===== src/rtl/ps2_mouse_packet_rx.sv =====
`default_nettype none
// ============================================================================
// Module      : ps2_mouse_packet_rx
// Description : Receive-only PS/2 mouse front end: pin sync/deglitch, 11-bit
//               frame deframing and 3-byte stream packet assembly.
// Revision    : 1.0 - initial release
// ============================================================================
module ps2_mouse_packet_rx #(
  parameter int FILTER_LEN     = 8,
  parameter int TIMEOUT_CYCLES = 50000
) (
  input  logic       Clk,
  input  logic       Reset,
  input  logic       PS2Clk,
  input  logic       PS2Data,
  input  logic       read,
  output logic       left_button,
  output logic       right_button,
  output logic       middle_button,
  output logic [8:0] x_increment,
  output logic [8:0] y_increment,
  output logic       data_ready,
  output logic       frame_error
);

  localparam int FW = (FILTER_LEN > 1) ? $clog2(FILTER_LEN + 1) : 1;
  localparam int WW = $clog2(TIMEOUT_CYCLES + 1);

  typedef enum logic [1:0] {
    S_IDLE   = 2'd0,
    S_DATA   = 2'd1,
    S_PARITY = 2'd2,
    S_STOP   = 2'd3
  } state_t;

  logic          clk_meta_q, clk_sync_q, dat_meta_q, dat_sync_q;
  logic          filt_clk_q, filt_clk_d;
  logic [FW-1:0] filt_cnt_q, filt_cnt_d;
  logic          strobe_q, strobe_d;
  state_t        state_q, state_d;
  logic [2:0]    bit_cnt_q, bit_cnt_d;
  logic [7:0]    shift_q, shift_d;
  logic          par_q, par_d;
  logic [1:0]    byte_idx_q, byte_idx_d;
  logic [7:0]    b0_q, b0_d, b1_q, b1_d;
  logic [WW-1:0] wd_q, wd_d;
  logic          frame_err_q, frame_err_d;
  logic          left_q, left_d, right_q, right_d, mid_q, mid_d;
  logic [8:0]    x_q, x_d, y_q, y_d;
  logic          ready_q, ready_d;
  logic          byte_ok, publish;

  // Pins idle high, so the synchronisers come out of reset at 1 to avoid a false edge.
  always_ff @(posedge Clk) begin
    if (Reset) begin
      clk_meta_q  <= 1'b1;
      clk_sync_q  <= 1'b1;
      dat_meta_q  <= 1'b1;
      dat_sync_q  <= 1'b1;
      filt_clk_q  <= 1'b1;
      filt_cnt_q  <= '0;
      strobe_q    <= 1'b0;
      state_q     <= S_IDLE;
      bit_cnt_q   <= '0;
      shift_q     <= '0;
      par_q       <= 1'b0;
      byte_idx_q  <= '0;
      b0_q        <= '0;
      b1_q        <= '0;
      wd_q        <= '0;
      frame_err_q <= 1'b0;
      left_q      <= 1'b0;
      right_q     <= 1'b0;
      mid_q       <= 1'b0;
      x_q         <= '0;
      y_q         <= '0;
      ready_q     <= 1'b0;
    end else begin
      clk_meta_q  <= PS2Clk;
      clk_sync_q  <= clk_meta_q;
      dat_meta_q  <= PS2Data;
      dat_sync_q  <= dat_meta_q;
      filt_clk_q  <= filt_clk_d;
      filt_cnt_q  <= filt_cnt_d;
      strobe_q    <= strobe_d;
      state_q     <= state_d;
      bit_cnt_q   <= bit_cnt_d;
      shift_q     <= shift_d;
      par_q       <= par_d;
      byte_idx_q  <= byte_idx_d;
      b0_q        <= b0_d;
      b1_q        <= b1_d;
      wd_q        <= wd_d;
      frame_err_q <= frame_err_d;
      left_q      <= left_d;
      right_q     <= right_d;
      mid_q       <= mid_d;
      x_q         <= x_d;
      y_q         <= y_d;
      ready_q     <= ready_d;
    end
  end

  // Deglitch: the differing level must persist FILTER_LEN samples in a row.
  always_comb begin
    filt_clk_d = filt_clk_q;
    filt_cnt_d = '0;
    strobe_d   = 1'b0;
    if (clk_sync_q != filt_clk_q) begin
      if (filt_cnt_q == FW'(FILTER_LEN - 1)) begin
        filt_clk_d = clk_sync_q;
        strobe_d   = filt_clk_q;
      end else begin
        filt_cnt_d = filt_cnt_q + 1'b1;
      end
    end
  end

  always_comb begin
    state_d     = state_q;
    bit_cnt_d   = bit_cnt_q;
    shift_d     = shift_q;
    par_d       = par_q;
    byte_idx_d  = byte_idx_q;
    b0_d        = b0_q;
    b1_d        = b1_q;
    wd_d        = wd_q;
    frame_err_d = 1'b0;
    byte_ok     = 1'b0;
    publish     = 1'b0;
    left_d      = left_q;
    right_d     = right_q;
    mid_d       = mid_q;
    x_d         = x_q;
    y_d         = y_q;
    ready_d     = ready_q;

    if (strobe_q) begin
      wd_d = '0;
      case (state_q)
        S_IDLE: begin
          if (!dat_sync_q) begin
            state_d   = S_DATA;
            bit_cnt_d = '0;
          end
        end
        S_DATA: begin
          shift_d   = {dat_sync_q, shift_q[7:1]};
          bit_cnt_d = bit_cnt_q + 3'd1;
          if (bit_cnt_q == 3'd7) state_d = S_PARITY;
        end
        S_PARITY: begin
          par_d   = dat_sync_q;
          state_d = S_STOP;
        end
        S_STOP: begin
          state_d = S_IDLE;
          if (dat_sync_q && ((^shift_q) ^ par_q)) begin
            byte_ok = 1'b1;
          end else begin
            byte_idx_d  = '0;
            frame_err_d = 1'b1;
          end
        end
        default: state_d = S_IDLE;
      endcase
    end else if (state_q != S_IDLE || byte_idx_q != 2'd0) begin
      if (wd_q == WW'(TIMEOUT_CYCLES - 1)) begin
        state_d     = S_IDLE;
        byte_idx_d  = '0;
        frame_err_d = 1'b1;
        wd_d        = '0;
      end else begin
        wd_d = wd_q + 1'b1;
      end
    end else begin
      wd_d = '0;
    end

    // Bytes without the always-one header bit cannot start a packet; drop them to resync.
    if (byte_ok) begin
      case (byte_idx_q)
        2'd0: begin
          if (shift_q[3]) begin
            b0_d       = shift_q;
            byte_idx_d = 2'd1;
          end
        end
        2'd1: begin
          b1_d       = shift_q;
          byte_idx_d = 2'd2;
        end
        default: begin
          publish    = 1'b1;
          byte_idx_d = 2'd0;
        end
      endcase
    end

    if (publish) begin
      left_d  = b0_q[0];
      right_d = b0_q[1];
      mid_d   = b0_q[2];
      x_d     = b0_q[6] ? 9'd0 : {b0_q[4], b1_q};
      y_d     = b0_q[7] ? 9'd0 : {b0_q[5], shift_q};
      ready_d = 1'b1;
    end else if (ready_q && read) begin
      ready_d = 1'b0;
    end
  end

  assign left_button   = left_q;
  assign right_button  = right_q;
  assign middle_button = mid_q;
  assign x_increment   = x_q;
  assign y_increment   = y_q;
  assign data_ready    = ready_q;
  assign frame_error   = frame_err_q;

endmodule
`default_nettype wire


===== config.mk =====
export PLATFORM = sky130hd
export DESIGN_NAME = ps2_mouse_packet_rx
export DESIGN_NICKNAME = d
export VERILOG_FILES = /design/src/rtl/ps2_mouse_packet_rx.sv
export SDC_FILE = /design/constraint.sdc
export NUM_CORES = 1
export LEC_CHECK = 0
export BUFFER_PORTS_ARGS = -buffer_cell sky130_fd_sc_hd__buf_4
export CAP_MARGIN = 10
export CORE_UTILIZATION = 30
export CTS_CLUSTER_SIZE = 25
export DETAILED_ROUTE_END_ITERATION = 6
export GPL_TIMING_DRIVEN = 1
export PLACE_DENSITY = 0.5
export SETUP_SLACK_MARGIN = 0.05
export SYNTH_ARGS = -nofsm -noshare
export SYNTH_HDL_FRONTEND = slang
export SYNTH_SLANG_ARGS = --single-unit

===== constraint.sdc =====
create_clock -name Clk -period 3.5 [get_ports Clk]
set_clock_uncertainty 0.2 [all_clocks]
set_input_delay 0.35 -clock Clk [delete_from_list [all_inputs] [get_ports Clk]]
set_output_delay 0.35 -clock Clk [all_outputs]
set_load 0.01 [all_outputs]

==> results.cfg <==
[power]
power_density_nw_per_um2 = 449
p_leak_nw = 1.32
finalPower_mw = 1.75
ir_worst_vdd_v = 0.000204

[setup_path]
reg2reg_from = shift_q[7]$_SDFFE_PP0P_
worstSetupEndpointType = register
rr_worst_depth = 5
crit_required_ns = 3.59
worstReg2RegEnd = y_increment[0]$_SDFFE_PP0P_
path_class = register to register
cp_max_fo = 30
worstPathArrival_ns = 2.85
cp-start-kind = register
r2r_setup_slack_ns = 0.75

[layout]
final_cell_mix = 80 x dfxtp_1, 53 x a21oi_1, 39 x o21ai_0
finalNetCount = 411
post-route-util = 0.361
drive_gt1_frac = 0.124
num-fill-cells = 1124
diodes = 0
syn_to_final_growth_pct = 16.6
fin_cells = 542
regArea_um2 = 1600
multi_input_area_um2 = 1630
final_common_cell = dfxtp_1

[synthesis]
ys_ff_latch = 80
synth_nets = 391
yosysUniqueCellTypes = 40
synth-edff-count = 0
seq_area_frac_synth = 0.478
syn_inst = 378
avgSynthCellArea_um2 = 8.87
synthArstFlopShare = 0
ys_warn_count = 0
synth_top_flop_cell = dfxtp_1
syn-cell-area_um2 = 3350
yosysTopAreaCell = dfxtp_1
synthTopCellsByArea = dfxtp_1 48%, a21oi_1 7.9%, o21ai_0 5.8%
synth_top_cell_area_share = 0.478

[sta]
hold_viol = 0
relSlewSlack = 0.252
clock.fmax_mhz = 363
setup_tns_ns = 0
setup_viol = 0
slew_viol_final = 0
rsz0062_at_grt = no
holdWs_ns = 0.0492
worst_slew_pin_slew_ns = 1.12
min_period_ns = 2.75
fin_crit_sh = 0.787

[routing]
drt-pass1-iter-count = 4
totalWireLength_um = 7350
wl_per_cell_um = 13.6
num_vias = 2738
drtIter0Drc = 161
ant_nets = 0
vias_per_cell = 5.05
drc = 0

[clock_tree]
cts_buffers = 9
cts_resized = 0
cts_setup_buffers = 0
clk_pin_slew_ns = 0.08
insertion_delay_ns = 0.36
htree_levels = 3
cts_tree = done
clockRootBuffer = clkbuf_8
clock_sinks = 80
hold_buffers = 2
clockBufferDepth = 2

[min_path]
holdPathStages = 3
min_path_type = input pin to register
min_to = data_ready$_SDFFE_PP0P_
hold_path.startpoint = read

[placement]
port_buffers = 27
dp.cells = 525
hpwlAfterDp_um = 4660
gp_congestion = 0.701

[die]
die_width_um = 108
core_um2 = 10800
start_util = 0.309
pin_count = 28
die_y_um = 108
fp-row-count = 38
die-area_um2 = 11600

[global_route]
grt_pass1_vias = 2632
grt.total_usage = 0.141
antenna_found_initial = 0
grt_max_degree = 65
grt_pass1_wl_um = 12700
grt_overflow_total = 0

[outcome]
status = complete, no violations

[run]
maxCapViolCount = 0
-- report_power, final --
group | leakage (nW) | switching [mW] | internal (mW)
Combinational | 0.555 | 0.0130 | 0.00668
Sequential | 0.645 | 0.00143 | 0.912
Clock | 0.117 | 0.331 | 0.490
Total | 1.32 | 0.345 | 1.41
-- per-layer routing --
metal | GRT usage | part of all wire
met1 | 0.181 | 0.51
met2 | 0.214 | 0.44
met3 | 0.0418 | 0.031
met4 | 0.0714 | 0.020
met5 | 0 | 0
-- layout make-up --
class	count	share of cell area
Clock buffer	12	0.0371
Multi-Input combinational cell	269	0.418
Sequential cell	80	0.410
Timing Repair Buffer	31	0.0608
Inverter	7	0.00672
Tap cell	140	0.0448
Clock inverter	3	0.0230
-- sequential cells by signal (all words and copies together) (netlist names), 3 cells and up --
register     count
filt_cnt_q       4
wd_q            16
x_increment      9
bit_cnt_q        3
shift_q          8
b0_q             7
y_increment      9
b1_q             8
-- per-stage QoR --
stage,instance area [um^2],setup WS (ns)
6_report,3910,0.746
5_1_grt,3910,0.403
4_1_cts,3910,0.715
3_5_place_dp,3650,0.747
3_3_place_gp,3650,0.744
2_1_floorplan,3350,1.36
-- how the worst max path moves through the flow --
stage	start	endpoint
6_report	shift_q[7]$_SDFFE_PP0P_	y_increment[0]$_SDFFE_PP0P_
5_1_grt	shift_q[7]$_SDFFE_PP0P_	y_increment[0]$_SDFFE_PP0P_
4_1_cts	shift_q[7]$_SDFFE_PP0P_	y_increment[0]$_SDFFE_PP0P_
3_5_place_dp	shift_q[7]$_SDFFE_PP0P_	y_increment[0]$_SDFFE_PP0P_
3_3_place_gp	shift_q[7]$_SDFFE_PP0P_	y_increment[2]$_SDFFE_PP0P_
2_1_floorplan	wd_q[10]$_SDFF_PP0_	wd_q[10]$_SDFF_PP0_
-- critical path: stages, from the launching register on --
cell,delay (ns)
dfxtp_1,0.49
xnor2_1,0.15
xnor2_1,0.44
xnor3_1,0.97
nand4b_1,0.22
a21oi_1,0.20
-- cells in the mapped netlist, types with 3 or more instances --
master / n
a21oi_1: 53
a32oi_1: 4
and3_1: 5
buf_2: 4
clkbuf_1: 15
dfxtp_1: 80
ha_1: 8
inv_1: 7
nand2_1: 23
nand3_1: 35
nand3b_1: 3
nand4b_1: 18
nor2_1: 26
o21ai_0: 39
o21ai_1: 3
or2_2: 4
or3_1: 3
xnor2_1: 13
xor2_1: 8
-- cell families after synthesis --
logic type      after synthesis  share of synthesized area
fa+ha+maj                     8                     0.0299
simple gates                133                      0.220
xor+xnor                     24                     0.0732
compound gates              104                      0.164
flops                        80                      0.478
buf+inv                      29                     0.0351
No activity file was read; power rests on OpenSTA's default activity.
